## src/rtl/sigmoid_bwd.sv

```systemverilog
// ============================================================================
// Module   : sigmoid_bwd
// Purpose  : 4-stage pipelined sigmoid backward pass, grad_out = grad_in*y*(1-y).
//            Optional clamp statistics under `SIGMOID_BWD_STAT_EN.
// Revision : 1.0 - initial release
// ============================================================================
`default_nettype none

module sigmoid_bwd #(
  parameter int DATA_W = 16,
  parameter int FRAC_W = 8
) (
  input  logic              clk,
  input  logic              rst_n,
  input  logic              ena,
  input  logic [DATA_W-1:0] y_in,
  input  logic [DATA_W-1:0] grad_in,
  output logic              valid,
  output logic [DATA_W-1:0] grad_out
`ifdef SIGMOID_BWD_STAT_EN
  ,
  input  logic              stat_clr,
  output logic [15:0]       clamp_cnt
`endif
);

  localparam logic [FRAC_W:0]   C_ONE  = 9'(1 << FRAC_W);
  localparam logic [17:0]       C_HALF = 18'(1 << (FRAC_W - 1));
  localparam logic signed [23:0] C_HALF_S = 24'sd128;

  logic [3:0]        v_q;
  logic [FRAC_W:0]   yc1_q, om1_q;
  logic [DATA_W-1:0] g1_q, g2_q;
  logic [6:0]        d2_q;
  logic [DATA_W-1:0] r3_q;
  logic [DATA_W-1:0] grad_out_q;

  logic [FRAC_W:0]    yc_d;
  logic [FRAC_W:0]    om_d;
  logic [17:0]        sum_d;
  logic signed [23:0] p_d;
  logic signed [23:0] p_rnd_d;
  logic               y_neg_d;
  logic               y_big_d;

  assign y_neg_d = y_in[DATA_W-1];
  assign y_big_d = !y_in[DATA_W-1] && (y_in[DATA_W-2:0] > 15'(C_ONE));

  // Clamp y into [0, ONE]; anything outside the sigmoid range is a corrupt sample
  always_comb begin
    yc_d = y_in[FRAC_W:0];
    if (y_neg_d) begin
      yc_d = '0;
    end else if (y_big_d) begin
      yc_d = C_ONE;
    end
  end

  assign om_d    = C_ONE - yc_d;
  assign sum_d   = (yc1_q * om1_q) + C_HALF;
  assign p_d     = $signed(g2_q) * $signed({1'b0, d2_q});
  assign p_rnd_d = p_d + C_HALF_S;

  // y*(1-y) <= 0.25, so only bits [14:8] of the rounded product can be set
  logic unused_bits;
  assign unused_bits = ^{sum_d[17:15], sum_d[7:0], p_rnd_d[7:0]};

  always_ff @(posedge clk or negedge rst_n) begin
    if (!rst_n) begin
      v_q        <= '0;
      yc1_q      <= '0;
      om1_q      <= '0;
      g1_q       <= '0;
      d2_q       <= '0;
      g2_q       <= '0;
      r3_q       <= '0;
      grad_out_q <= '0;
    end else begin
      v_q <= {v_q[2:0], ena};
      if (ena) begin
        yc1_q <= yc_d;
        om1_q <= om_d;
        g1_q  <= grad_in;
      end
      if (v_q[0]) begin
        d2_q <= sum_d[14:8];
        g2_q <= g1_q;
      end
      if (v_q[1]) begin
        r3_q <= p_rnd_d[23:8];
      end
      if (v_q[2]) begin
        grad_out_q <= r3_q;
      end
    end
  end

  assign valid    = v_q[3];
  assign grad_out = grad_out_q;

`ifdef SIGMOID_BWD_STAT_EN
  logic        clamp_d;
  logic [15:0] clamp_cnt_q;

  assign clamp_d = y_neg_d || y_big_d;

  always_ff @(posedge clk or negedge rst_n) begin
    if (!rst_n) begin
      clamp_cnt_q <= '0;
    end else if (stat_clr) begin
      clamp_cnt_q <= '0;
    end else if (ena && clamp_d && (clamp_cnt_q != 16'hFFFF)) begin
      clamp_cnt_q <= clamp_cnt_q + 16'd1;
    end
  end

  assign clamp_cnt = clamp_cnt_q;
`else
  logic unused_clamp;
  assign unused_clamp = y_neg_d ^ y_big_d;
`endif

endmodule

`default_nettype wire
```

## config.mk

```make
export PLATFORM = sky130hd
export DESIGN_NAME = sigmoid_bwd
export DESIGN_NICKNAME = d
export VERILOG_FILES = /design/src/rtl/sigmoid_bwd.sv
export SDC_FILE = /design/constraint.sdc
export NUM_CORES = 1
export LEC_CHECK = 0
export BUFFER_PORTS_ARGS = -buffer_cell sky130_fd_sc_hd__buf_2
export CORE_UTILIZATION = 30
export DETAILED_ROUTE_END_ITERATION = 6
export GPL_TIMING_DRIVEN = 1
export PLACE_DENSITY = 0.42
export SYNTH_ARGS = -nofsm -noshare
export SYNTH_HDL_FRONTEND = slang
export SYNTH_SLANG_ARGS = --single-unit
```

## constraint.sdc

```tcl
create_clock -name clk -period 4.84 [get_ports clk]
set_input_delay 0.968 -clock clk [delete_from_list [all_inputs] [get_ports clk]]
set_output_delay 0.968 -clock clk [all_outputs]
set_load 0.01 [all_outputs]
```

* Word level (Yosys, flattened, before mapping) *
Cells that the tools add are included.

word-level totals
  output and inout bits = 17
  input port bits = 35
  register bits = 93

cells by class
  add/sub/neg operators = 3
  $mul = 2
  mux-type cells = 2
  $lt $le $gt $ge = 1
  reduce and logical (&&, ||, !) cells = 2

operators with widths
  operator                 count
  $add A24 B9 Y24 const B  1
  $mul A16 B8 Y24          1
  $mux W9                  2
  $add A15 B8 Y15 const B  1
  $gt A15 B9 Y1 const B    1
  $mul A9 B9 Y15           1
  $sub A9 B9 Y9 const A    1
  $logic_and A1 B1 Y1      1
  $logic_not A1 Y1         1

* Depth between registers and ports, before layout *
Gate-level depths: netlist of run 1.

  depth after elaboration = 5
  depth in mapped cells = 19

* Worst setup path before layout of run 1 *
No wires, ideal clock.

  kind = register -> register
  start = reg d2_q[3]
  end = reg r3_q[15]
  buffers on the path = 1
  setup time = 0.120 ns
  arrival time = 4.731 ns
  cell stages (with the launch flop) = 18
  path slack = -0.012 ns
  path through = dfrtp_1 > clkbuf_1 > and2_1 > fa_1 > inv_1 > fa_1 > inv_1 > fa_1 > inv_1 > fa_1 > inv_1 > ha_1 > nand4_1 > nor2_1 > a211o_1 > a2111oi_2 > o21ai_0 > a31o_2

between the ends
  longest elaborated chain between the ends = 2

RTL lines
  element                 line  source
  start, declared         34    logic [6:0] d2_q;
  start signal, assigned  86    d2_q <= sum_d[14:8];
  $mul A16 B8 Y24         61    assign p_d = $signed(g2_q) * $signed({1'b0, d2_q});
  $add A24 B9 Y24         62    assign p_rnd_d = p_d + C_HALF_S;
  end signal, assigned    90    r3_q <= p_rnd_d[23:8];
  end, declared           35    logic [DATA_W-1:0] r3_q;

No other way between the ends.
A chain may end at the register's enable or synchronous reset.

* Worst setup path after layout of run 1 *
  start = reg d2_q[2]
  end = reg r3_q[9]

Same word-level chain as after synthesis.

==> run_results.csv, run 1 <==
group,metric,value,unit
power,p_leak,0.005917,uW
detailed_routing,wl_per_cell,14.48,um
placed_design,placement.cell_area,0.01134,mm^2
timing,timing_hold_violations_final,0,
placed_design,dpl.hpwl,18.72,mm
synth,ys_ff_latch,92,
layout,drive_gt1_frac,0.2302,
synth,synthTopCellsByArea,"fa_1 (26%), dfrtp_1 (23%), ha_1 (11%)",
timing,fin_worst_skew,13.96,ps
global_route,grt_pass1_vias,7525,
timing,rsz0062_at_grt,"yes",
worst_setup_path,critPathMaxFanout,7,
worst_setup_path,max_stage_delay,500,ps
global_route,grt_pass1_wl,38.57,mm
synth,yosys_warnings,0,
clocking,cts.hold.buffers_added,0,
clocking,cts_sinks,92,
layout,ff_latch_area,0.002313,mm^2
floorplanning,die_w,185.6,um
synth,synth_top_area_frac,0.2633,
timing,finalCritPeriodShare,0.9638,
layout,fin_cells,1580,
detailed_routing,avgViaCountPerCell,4.389,
worst_setup_path,crit_required,5090,ps
detailed_routing,ant_nets,0,
synth,synth_area_per_cell,9.904,um^2
layout,area_growth,17.51,%
floorplanning,dieArea,0.03445,mm^2
layout,layout_commonest_cell,"inv_1",
synth,synth_area_leader_cell,"fa_1",
global_route,overflow,0,
timing,period_minus_slack,4665,ps
layout,final_net_count,1389,
floorplanning,core_region_area,0.03287,mm^2
timing,fmax,0.2144,GHz
clocking,cts_root_buffer,"clkbuf_16",
power,finalPower,2698,uW
floorplanning,io_pins,52,
clocking,cts_max_level,3,
global_route,grt_max_degree,57,
timing,maxSlewViolCount,0,
power,internal_power,1758,uW
power,swShare,0.3482,
worst_setup_path,cp.arrival,4920,ps
clocking,clkLatencyLatePin,370,ps
layout,stdcell_area,0.01188,mm^2
floorplanning,dieHeight,185.6,um
power,ir_drop,0.0001705,V
placed_design,place.gp.congestion,0.8030,
detailed_routing,num_vias,6935,
synth,ys_dominant_reg_cell,"dfrtp_1",
worst_setup_path,cp-start-kind,"flop",
worst_setup_path,crit_type,"reg -> reg",
layout,multi_input_area,0.007061,mm^2
power,p_comb_frac,0.355,
power,p_per_area,227.0,mW/mm^2
synth,netlist-cell-type-count,62,
worst_setup_path,critPathSlowestCell,"fa_1",
floorplanning,rows,66,
timing,final-setup-viol-count,0,
detailed_routing,dr.pass1.iters,4,
timing,fin_setup_tns,0,ps
clocking,cts_buffers,9,
power,p_seq_frac,0.390,
worst_setup_path,critPathBufInv,5,
min_path,hold_class,"reg -> reg",
detailed_routing,routed_wl,22.87,mm
timing,max_slew_margin,0.3202,
worst_setup_path,crit_path_end_kind,"flop",
synth,synth_edf_count,0,
run_status,status,"completed",
synth,syn-num-nets,1277,
worst_setup_path,cp_common_cell,"fa_1",
clocking,cts_buffer_depth,2,
detailed_routing,dr.first_iter.drc_count,227,
timing,tightest_slew,1020,ps
worst_setup_path,cp_top_family,"adder cells",
synth,syn_area,0.01011,mm^2
flow_run,maxCapViolCount,0,
clocking,cts.clk_slew.worst_paths,70,ps
power,pwr-share-clk,0.255,
synth,ys_async_sr_fraction,1.000,
detailed_routing,drc,0,
layout,mostFrequentLayoutCells,"inv_1 (204), fa_1 (132), and2_1 (103), nand2_1 (86), dfrtp_1 (83)",
synth,seq_area_frac_synth,0.2277,
placed_design,io_buffers,51,
worst_setup_path,path_cells,"buf_4 -> and2_1 -> fa_1 -> fa_1 -> fa_1 -> inv_1 -> fa_1 -> inv_1 -> ha_1 -> a21oi_1 -> o211ai_1 -> a221oi_2 -> buf_4 -> buf_4 -> o21bai_1 -> xor2_1 -> mux2_2",
layout,antennaDiodeCount,0,
floorplanning,start_util,0.3077,
clocking,cts_tree,"built",
placed_design,post-place-cells,1553,
synth,post_synth_inst_count,1021,
global_route,antenna_found_initial,0,
layout,fillers,3414,
global_route,grtUsageTotal,0.1449,
power,power_switching,939.2,uW
-- metrics by stage --
step | util | worst slack [ps] | hold slack [ps]
2_1_floorplan | - | 15.78 | 351.9
3_3_place_gp | 0.3449 | 5.692 | 484.5
3_5_place_dp | 0.3449 | -60.87 | 486.2
4_1_cts | 0.3540 | 19.11 | 500.0
5_1_grt | 0.3615 | -38.45 | 520.0
6_report | 0.3615 | 175.3 | 495.9
-- cell type report --
cell class,instances,share of cell area
Clock buffer,9,0.01895
Sequential cell,92,0.1947
Timing Repair Buffer,132,0.07623
Multi-Input combinational cell,692,0.5942
Clock inverter,7,0.004317
Inverter,206,0.06507
Tap cell,442,0.04654
-- what timing repair did --
action                     4_1_cts  5_1_grt
buffers inserted                 0       11
gates resized for setup          6       46
pin swaps                        0       15
setup endpoints to repair        3       12
-- per-layer routing --
layer / vias up / routed length, um / track usage
met3: 19 / 529 / 0.02191
met5: - / 0 / 0
met2: 72 / 10880 / 0.2430
met1: 3419 / 11150 / 0.1924
li1: 3425 / - / -
met4: 0 / 316 / 0.04262
-- tightest hold or removal path, delay by kind of cell, from the launching register on --
family           cells  cell delay [ps]
AO/OA/AOI/OAI        1               60
flip-flops           1              350
AND/OR/NAND/NOR      1               50
-- path summary, 6_finish.rpt --
check,from,to,slack [ps],cells after the start
setup reg to reg,d2_q[2],r3_q[9],180,17
hold / removal,r3_q[0],r3_q[0],500,2
min in group asynchronous,rst_n,g2_q[3],650,1
setup / recovery,d2_q[2],r3_q[9],180,17
max in group asynchronous,rst_n,grad_out[2],3170,2
hold reg to reg,r3_q[0],r3_q[0],500,2
-- Yosys cell counts, types with 14 or more instances --
cell      number
o21ai_0       22
a21oi_1       27
nand2_1       87
ha_1          88
xnor2_1       23
nand3_1       14
clkbuf_1      21
fa_1         133
mux2_2        67
dfrtp_1       92
inv_1        206
nor2_1        42
and2_1       105
-- cells by family after synthesis --
kind of cell | synth area share
AOI/OAI and AO/OA | 0.06249
xor gates and xnor gates | 0.02858
adders and majority gates | 0.3722
buffers and inverters | 0.08995
DFF | 0.2277
muxes | 0.07708
and+or+nand+nor | 0.1420
-- state kept, by name, indices dropped and copies added (netlist names) --
register and cells:
d2_q 7, g1_q 16, g2_q 16, grad_out 16, om1_q 8, r3_q 16
v_q 4, yc1_q 9
-- power groups by stage --
stage               combinational [uW]  sequential (uW)  clock, uW
floorplan                          581             1050          0
global placement                   927             1070          0
detailed placement                 931             1070          0
CTS                                939             1060        716
global route                      1100             1080        747
finish                             957             1050        689
Note: power is estimated with default switching activity, not from simulation.
==> inputs of run 2 (changes only) <==
--- a/config.mk
+++ b/config.mk
@@ -8,2 +8,3 @@
 export BUFFER_PORTS_ARGS = -buffer_cell sky130_fd_sc_hd__buf_2
+export CORE_ASPECT_RATIO = 0.75
 export CORE_UTILIZATION = 30
--- a/constraint.sdc
+++ b/constraint.sdc
@@ -3,2 +3,2 @@
 set_output_delay 0.968 -clock clk [all_outputs]
-set_load 0.01 [all_outputs]
+set_load 0.1 [all_outputs]
==> run 2 against run 1 <==
Net effect: sequential share of layout area is 0.076 points lower; routed wire length is 1.8% lower; critical endpoint is now d2_q[6]; register-to-register slack worse by 40 ps; non-clock buffer count is 6 higher; clock skew is 1.2 ps lower; largest power group is now combinational logic; sequential cell count stayed put.
==> run_results.csv, run 2 (synthesis gave the netlist of run 1 again) <==
group,metric,value,unit
run_status,status,"completed",
detailed_routing,num_vias,7042,
flow_run,maxCapViolCount,0,
detailed_routing,highest_layer,"met4",
timing,maxSlewViolCount,0,
clocking,cts.clk_slew.worst_paths,80,ps
layout,drive_gt1_frac,0.2334,
global_route,antenna_found_initial,0,
timing,finalCritPeriodShare,0.9721,
clocking,cts_buffers,9,
placed_design,dpl.hpwl,18.41,mm
floorplanning,rows,57,
global_route,grtUsageTotal,0.1423,
detailed_routing,wl_met2,9.263,mm
worst_setup_path,r2r-end,"d2_q[6]",
power,p_per_area,269.7,mW/mm^2
clocking,clkLatencyLatePin,370,ps
detailed_routing,wl_per_cell,14.16,um
worst_setup_path,rrSetupSlack,140,ps
worst_setup_path,crit_start,"yc1_q[6]",
min_path,hold_class,"reg -> reg",
global_route,grt_pass1_wl,38.88,mm
power,p_leak,0.005966,uW
clocking,cts_tree,"built",
layout,final_net_count,1395,
floorplanning,die_w,214.0,um
detailed_routing,met1_length,12.25,mm
timing,period_minus_slack,4705,ps
timing,timing.final.ws_setup,135.0,ps
layout,stdcell_area,0.01193,mm^2
clocking,cts_sinks,92,
floorplanning,start_util,0.3082,
detailed_routing,dr.first_iter.drc_count,226,
worst_setup_path,crit_type,"reg -> reg",
worst_setup_path,crit_path_end_kind,"flop",
detailed_routing,dr_wl_met3,682,um
floorplanning,dieHeight,161,um
power,ir_drop,0.0002195,V
global_route,grt_pass1_vias,7479,
timing,tightest_slew,983.3,ps
detailed_routing,dr.pass1.iters,4,
floorplanning,core_region_area,0.03281,mm^2
detailed_routing,avgViaCountPerCell,4.440,
placed_design,io_buffers,51,
worst_setup_path,cp-start-kind,"flop",
detailed_routing,ant_nets,0,
clocking,cts_max_level,3,
layout,area_growth,17.97,%
clocking,cts_buffer_depth,2,
worst_setup_path,r2r-start,"yc1_q[6]",
timing,final-setup-viol-count,0,
global_route,grt_max_degree,49,
timing,rsz0062_at_grt,"yes",
worst_setup_path,critPathCapture,"d2_q[6]",
timing,max_slew_margin,0.3445,
floorplanning,dieArea,0.03445,mm^2
worst_setup_path,critPathMaxFanout,3,
detailed_routing,routed_wl,22.45,mm
detailed_routing,drc,0,
clocking,cts_root_buffer,"clkbuf_16",
layout,mostFrequentLayoutCells,"inv_1 (204), fa_1 (131), and2_1 (102), nand2_1 (86), buf_4 (84)",
worst_setup_path,r2r_cells,16,
placed_design,place_ws,50.92,ps
worst_setup_path,cp.arrival,4970,ps
placed_design,place.gp.congestion,0.8146,
timing,timing_hold_violations_final,0,
worst_setup_path,crit_required,5100,ps
timing,fin_worst_skew,12.75,ps
layout,layout_commonest_cell,"inv_1",
timing,fmax,0.2125,GHz
placed_design,placement.cell_area,0.01137,mm^2
floorplanning,io_pins,52,
power,finalPower,3217,uW
layout,antennaDiodeCount,0,
global_route,overflow,0,
## run 2: cell types whose count changed in the layout (fill, tap and decap cells not counted), moves of 2 or more
cell,before,now
buf_4,76,84
buf_6,4,2
bufinv_16,0,2
ha_1,81,83
ha_4,6,4
## run 2: critical path: stages (launching register included)
cell and delay [ps]:
dfrtp_1 420, buf_4 130, buf_4 110, nand2_1 60, fa_1 480, inv_1 50, fa_1 450, ha_1 330
fa_1 480, ha_1 310, ha_1 290, and4bb_2 270, a2111oi_4 400, o211ai_2 170, a221oi_2 280, xnor2_1 90
mux2_4 260
## run 2: layout make-up
cell class / count / area [um^2]
clock inverter: 7 / 98.84
clock buffer: 9 / 225.2
tap: 442 / 553.0
fill: 3398 / 20880
multi-input combinational: 692 / 7022
timing repair buffer: 138 / 943.4
inverter: 206 / 773.2
sequential: 92 / 2313
## run 2: how the worst min path moves through the flow
| stage | startpoint | end | cells past startpoint |
|---|---|---|---|
| 6_report | r3_q[0] | r3_q[0] | 2 |
| 5_1_grt | r3_q[10] | r3_q[10] | 1 |
| 4_1_cts | r3_q[0] | r3_q[0] | 2 |
| 3_5_place_dp | r3_q[0] | r3_q[0] | 2 |
| 3_3_place_gp | r3_q[0] | r3_q[0] | 2 |
| 2_1_floorplan | v_q[0] | v_q[1] | 0 |
## run 2: repair_timing
item / 4_1_cts / 5_1_grt
setup buffers: 0 / 13
pin swaps: 0 / 11
hold endpoints to repair: 0 / 0
setup endpoints to repair: 1 / 15
gates resized for setup: 1 / 43
hold buffers: 0 / 0
## run 2: report_power, final
group | internal, uW | total (uW) | switching (uW)
Combinational | 461 | 1370 | 906
Clock | 457 | 796 | 339
Sequential | 929 | 1050 | 125
Total | 1850 | 3220 | 1370
## run 2: metrics by stage
stage	util	hold WS, ps	instances	TNS [ps]
2_1_floorplan	-	351.9	1021	0
3_3_place_gp	0.3465	473.1	1557	0
3_5_place_dp	0.3465	486.0	1557	0
4_1_cts	0.3564	500.5	1573	0
5_1_grt	0.3636	521.8	1586	-87.58
6_report	0.3636	489.9	1586	0
## run 2: per-layer routing
metal	global-route usage	vias up
li1	-	3433
met1	0.2156	3523
met2	0.2065	72
met5	0	-
met4	0.03597	0
met3	0.02599	14
